[src/rtl/y86_pkg.sv]
// Shared Y86 register-file constants: architectural register IDs, the
// "no register" encoding and the default register-file geometry.
package y86_pkg;

  localparam logic [3:0] EAX   = 4'd0;
  localparam logic [3:0] ECX   = 4'd1;
  localparam logic [3:0] EDX   = 4'd2;
  localparam logic [3:0] EBX   = 4'd3;
  localparam logic [3:0] ESP   = 4'd4;
  localparam logic [3:0] EBP   = 4'd5;
  localparam logic [3:0] ESI   = 4'd6;
  localparam logic [3:0] EDI   = 4'd7;
  localparam logic [3:0] RNONE = 4'hF;

  localparam int DEF_WIDTH  = 32;
  localparam int DEF_ADDR_W = 4;
  localparam int DEF_NREGS  = 8;

endpackage

[src/rtl/regfile_scoreboard.sv]
// Per-register busy bits for the pipelined register file. Exposes the
// post-update busy state of two register IDs so the read flops can capture it.
module regfile_scoreboard
  import y86_pkg::*;
#(
  parameter int ADDR_W = DEF_ADDR_W,
  parameter int NREGS  = DEF_NREGS
) (
  input  logic              CLK,
  input  logic              reset,
  input  logic [ADDR_W-1:0] dstE,
  input  logic [ADDR_W-1:0] dstM,
  input  logic              claim_en,
  input  logic [ADDR_W-1:0] claimE,
  input  logic [ADDR_W-1:0] claimM,
  input  logic [ADDR_W-1:0] tapA,
  input  logic [ADDR_W-1:0] tapB,
  output logic              busy_nxtA,
  output logic              busy_nxtB
);

  logic [NREGS-1:0] busy_r;
  logic [NREGS-1:0] busy_nxt_s;
  logic [NREGS-1:0] set_s;
  logic [NREGS-1:0] clr_s;

  // Next busy state per register; a claim is a newer producer, so set beats clear.
  // IDs >= NREGS match no index and therefore never set, clear or tap anything.
  always_comb begin
    set_s      = '0;
    clr_s      = '0;
    busy_nxt_s = '0;
    busy_nxtA  = 1'b0;
    busy_nxtB  = 1'b0;
    for (int i = 0; i < NREGS; i++) begin
      set_s[i]      = claim_en && ((claimE == ADDR_W'(i)) || (claimM == ADDR_W'(i)));
      clr_s[i]      = (dstE == ADDR_W'(i)) || (dstM == ADDR_W'(i));
      busy_nxt_s[i] = set_s[i] || (busy_r[i] && !clr_s[i]);
      busy_nxtA     = (tapA == ADDR_W'(i)) ? busy_nxt_s[i] : busy_nxtA;
      busy_nxtB     = (tapB == ADDR_W'(i)) ? busy_nxt_s[i] : busy_nxtB;
    end
  end

  // Busy bit storage.
  always_ff @(posedge CLK) begin
    if (reset) begin
      busy_r <= '0;
    end else begin
      busy_r <= busy_nxt_s;
    end
  end

endmodule

[src/rtl/regfile_pipe.sv]
// Pipelined Y86 register file: two registered read ports with write-first
// bypass (M over E over storage), two write ports and a busy scoreboard.
module regfile_pipe
  import y86_pkg::*;
#(
  parameter int WIDTH  = DEF_WIDTH,
  parameter int ADDR_W = DEF_ADDR_W,
  parameter int NREGS  = DEF_NREGS
) (
  input  logic              CLK,
  input  logic              reset,
  input  logic              rd_en,
  input  logic [ADDR_W-1:0] srcA,
  input  logic [ADDR_W-1:0] srcB,
  input  logic [ADDR_W-1:0] dstE,
  input  logic [WIDTH-1:0]  valE,
  input  logic [ADDR_W-1:0] dstM,
  input  logic [WIDTH-1:0]  valM,
  input  logic              claim_en,
  input  logic [ADDR_W-1:0] claimE,
  input  logic [ADDR_W-1:0] claimM,
  output logic [WIDTH-1:0]  valA,
  output logic [WIDTH-1:0]  valB,
  output logic              busyA,
  output logic              busyB
);

  logic [WIDTH-1:0] regs_r [NREGS];
  logic [WIDTH-1:0] stor_a_s;
  logic [WIDTH-1:0] stor_b_s;
  logic [WIDTH-1:0] byp_a_s;
  logic [WIDTH-1:0] byp_b_s;
  logic             busy_nxt_a_s;
  logic             busy_nxt_b_s;

  function automatic logic in_range(input logic [ADDR_W-1:0] id);
    return (32'(id) < NREGS);
  endfunction

  regfile_scoreboard #(
    .ADDR_W (ADDR_W),
    .NREGS  (NREGS)
  ) u_scoreboard (
    .CLK       (CLK),
    .reset     (reset),
    .dstE      (dstE),
    .dstM      (dstM),
    .claim_en  (claim_en),
    .claimE    (claimE),
    .claimM    (claimM),
    .tapA      (srcA),
    .tapB      (srcB),
    .busy_nxtA (busy_nxt_a_s),
    .busy_nxtB (busy_nxt_b_s)
  );

  // Storage update; on a same-register collision the M port wins (popl %esp).
  always_ff @(posedge CLK) begin
    if (reset) begin
      for (int i = 0; i < NREGS; i++) begin
        regs_r[i] <= '0;
      end
    end else begin
      for (int i = 0; i < NREGS; i++) begin
        if (dstM == ADDR_W'(i)) begin
          regs_r[i] <= valM;
        end else if (dstE == ADDR_W'(i)) begin
          regs_r[i] <= valE;
        end
      end
    end
  end

  // Stored-value muxes; an out-of-range ID matches nothing and reads as zero.
  always_comb begin
    stor_a_s = '0;
    stor_b_s = '0;
    for (int i = 0; i < NREGS; i++) begin
      stor_a_s = (srcA == ADDR_W'(i)) ? regs_r[i] : stor_a_s;
      stor_b_s = (srcB == ADDR_W'(i)) ? regs_r[i] : stor_b_s;
    end
  end

  // Write-first bypass: data being written this edge is visible to this read.
  always_comb begin
    byp_a_s = '0;
    byp_b_s = '0;
    if (!in_range(srcA)) begin
      byp_a_s = '0;
    end else if (dstM == srcA) begin
      byp_a_s = valM;
    end else if (dstE == srcA) begin
      byp_a_s = valE;
    end else begin
      byp_a_s = stor_a_s;
    end
    if (!in_range(srcB)) begin
      byp_b_s = '0;
    end else if (dstM == srcB) begin
      byp_b_s = valM;
    end else if (dstE == srcB) begin
      byp_b_s = valE;
    end else begin
      byp_b_s = stor_b_s;
    end
  end

  // Output flops: capture on rd_en, otherwise hold.
  always_ff @(posedge CLK) begin
    if (reset) begin
      valA  <= '0;
      valB  <= '0;
      busyA <= 1'b0;
      busyB <= 1'b0;
    end else if (rd_en) begin
      valA  <= byp_a_s;
      valB  <= byp_b_s;
      busyA <= busy_nxt_a_s;
      busyB <= busy_nxt_b_s;
    end
  end

endmodule
[config.mk]
export PLATFORM = sky130hd
export DESIGN_NAME = regfile_pipe
export DESIGN_NICKNAME = d
export VERILOG_FILES = /design/src/rtl/y86_pkg.sv /design/src/rtl/regfile_scoreboard.sv /design/src/rtl/regfile_pipe.sv
export SDC_FILE = /design/constraint.sdc
export NUM_CORES = 1
export LEC_CHECK = 0
export ABC_AREA = 1
export BUFFER_PORTS_ARGS = -buffer_cell sky130_fd_sc_hd__buf_2
export CAP_MARGIN = 20
export CORE_MARGIN = 2
export CORE_UTILIZATION = 40
export DETAILED_ROUTE_END_ITERATION = 7
export SYNTH_ARGS = -nofsm -noshare
export SYNTH_HDL_FRONTEND = slang
export SYNTH_HIERARCHICAL = 1
export SYNTH_SLANG_ARGS = --single-unit
[constraint.sdc]
create_clock -name CLK -period 5.28 [get_ports CLK]
set_clock_uncertainty 0.2 [all_clocks]
set_input_delay 0 -clock CLK [delete_from_list [all_inputs] [get_ports CLK]]
set_output_delay 0 -clock CLK [all_outputs]
set_load 0.02 [all_outputs]
==> impl_results.md <==
* Status: completed
* Flops & latches, synth at 330
* Drc violations at 0
* CTS tree: yes
* Largest net degree at the start of global routing at 79
* RSZ-0062 raised after global routing: no
* GP Congestion at 0.881
* WL final at 84700 um
* Post-Synth Adder-Cell Area at 0%
* Reg-to-reg critical path endpoint: busyA
* Critical setup path kind: input port to flop
* Leak at 10.1 nW
* Clk slew on worst S/H paths at 60 ps
* Area share of the largest cell type after synthesis at 38.6%
* Compound-Gate Fraction of Synth Area at 13.2%
* Placed wire-length estimate at 49300 um
* Tcrit/Tclk final at 90.2%
* Fin. max-slew vios at 0
* Maximum vdd drop at 0.000269 V
* WL per Instance at 24.0 um
* Reg2Reg Depth at 13
* Slew headroom at 22.5%
* Post-synthesis instance total at 2645
* FF+latch area at 0.00917 mm2
* Synth top cells by count: nand2_1 (748), nand3_1 (314), inv_1 (272)
* Initial antenna violation count at 3
* Worst-Margin Slew at 1160 ps
* Die Wd at 227 um
* Peak fanout along the critical path at 4
* Post-CTS Setup Bufs at 0
* Die ar. at 0.0516 mm2
* Hold-critical path endpoint: regs_r[1][118]
* Share of cells above drive strength 1 at 12.2%
* Cts repair resizes at 0
* Max-cap check violation count at 0
* Most frequent cell after synthesis: nand2_1
* FP Rows at 81
* Total grt overflow at 0
* Power Density at 299 mW/mm2
* # hold bufs at CTS at 139
* H-Tree Depth at 2
* Vias in the first global route at 20100
* Final worst path period need at 4760 ps
* Footprint of the multi-input gates at 0.00871 mm2
* Core area at 0.0491 mm2
* Cell taking the most area after synthesis: edfxtp_1
* Vias at 21100
* Total GRT Usage at 32.3%
* Drt first pass iters at 6
* Vias per Instance at 5.97
* Clk root buf: clkbuf_16
* Synth async-reset ratio at 0%
* I/O pin cnt at 158
* EDFF count, synth at 256
* Endpoints failing setup at 0
* Clock Tree Buf Depth at 3
* Final hold vios at 0
* Starting DRT DRC Count at 3078
* Reg-to-reg startpoint: u_scoreboard/busy_r[4]
* Synthesized cell area at 0.0199 mm2
* Setup crit end kind: flop
* Clk sinks at 330
* Area Overhead vs Synth at 19.4%
* Port bufs at 157
* Synth area leaders: edfxtp_1 (39%), nand2_1 (14%), nand3_1 (7.9%), dfxtp_1 (7.4%), o22ai_1 (7.0%)
* Worst Min Path Start: dstM[1]
* Setup_tns at 0 ps
* Ys Warns at 6
* Arrival time worst endpoint at 5030 ps
* Worst R2R Setup Slack at 2230 ps
* First-pass GRT wire length at 124000 um
* Main synth FF type: edfxtp_1
* Synth cell types at 38
* Hold Path Class: input port to flop
* Power, Total at 7.10 mW
* Average size of a mapped cell at 7.53 um2
* Worst EP required at 5550 ps
* Post-route ant nets at 0
* Worst-Skew Late Latency at 550 ps
* Post-synthesis mux area share at 0%
* Inserted Clock Buffers at 38
* Die Y at 227 um
* Synth Area in XOR/XNOR at 0.704%
* Syn_nets at 2737
* Startpoint type of the worst setup path: input port
* Hold-critical path depth at 3
* Synth Area in Simple Gates at 29.4%
* Main combinational cell family by area after synthesis: simple AND/OR/NAND/NOR gates
* Initial Util at 40.6%
* Nets at 2933
* Seq/Total Area, Yosys at 46.0%
* Fillers at 4761
* Peak Freq at 0.210 GHz
## routing by layer
metal | wire length, um | GRT usage (%) | vias up
met5 | 27 | 0 | -
met4 | 3760 | 14.1 | 4
met3 | 12400 | 10.5 | 273
met2 | 35800 | 48.0 | 1573
met1 | 32600 | 43.0 | 9901
li1 | - | - | 9344
## sequential cells by signal (all words and copies together), names as in the netlist
register and cells:
u_scoreboard/busy_r 8, regs_r 256, busyB 1, valB 32, valA 32, busyA 1
## layout by cell type, fill, tap and decap left out, drive strengths merged, types with 12 or more instances in the layout
master / count
nand2: 764
nand3: 318
inv: 285
edfxtp: 256
o22ai: 224
buf: 199
o21ai: 163
dlygate4sd3: 139
nor2: 102
nand4: 86
a21oi: 76
dfxtp: 74
clkinv: 56
clkbuf: 51
or2: 35
xnor2: 12
## final cells by class
class	count	share of cell area (%)
Timing Repair Buffer	338	10.6
Inverter	330	5.22
Multi-Input combinational cell	1803	36.6
Clock buffer	51	4.42
Tap cell	664	3.49
Antenna cell	2	0.0210
Clock inverter	18	1.09
Sequential cell	330	38.5
## worst max-delay path, cell delays in order
cell and delay, ps:
dlygate4sd3_1 540, buf_2 150, nor2_2 110, dlygate4sd3_1 560, nand2_1 60, dlygate4sd3_1 560
nand2_1 90, dlygate4sd3_1 560, nand2_2 60, nand2_2 100, nand2_1 70, nand3_2 60
nand2_1 50, nand2_1 60, nand2_1 50, dlygate4sd3_1 560, nor2_1 80, dlygate4sd3_1 570
nor2_1 60, nor2_1 130, dlygate4sd3_1 550
## worst max-delay path by stage
| stage | from | end | slack, ps | cells past startpoint |
|---|---|---|---|---|
| after floorplan | dstM[0] | regs_r[0][100] | 2760 | 7 |
| after global placement | dstM[0] | regs_r[0][39] | 2100 | 7 |
| after detailed placement | reset | regs_r[1][70] | 2110 | 7 |
| after CTS | claimE[1] | busyA | 680 | 21 |
| after global routing | claimM[0] | busyA | 400 | 22 |
| final | claimM[1] | busyA | 520 | 21 |
## where the power goes
part           total (mW)  internal (mW)  switching [mW]
logic                1.10          0.323           0.781
registers            3.12           3.01           0.108
clock network        2.88           1.74            1.14
total                7.10           5.07            2.03
## metrics by stage
step           hold slack [ps]  setup WS (ps)  instances  util, %  cell area, um2
3_3_place_gp              96.1           2100       3324     42.9           21000
2_1_floorplan            -33.3           2760       2645        -           19900
5_1_grt                   57.9            400       3534     48.5           23800
6_report                  25.9            520       3536     48.5           23800
3_5_place_dp              98.6           2110       3326     43.0           21100
4_1_cts                   2.55            684       3534     48.5           23800
## logic make-up after synthesis
logic type | count (synthesis)
XOR/XNOR | 16
AO/OA/AOI/OAI | 468
buffers and inverters | 512
flip-flops | 330
AND/OR/NAND/NOR | 1319
Power figures use the tool's default switching activity.
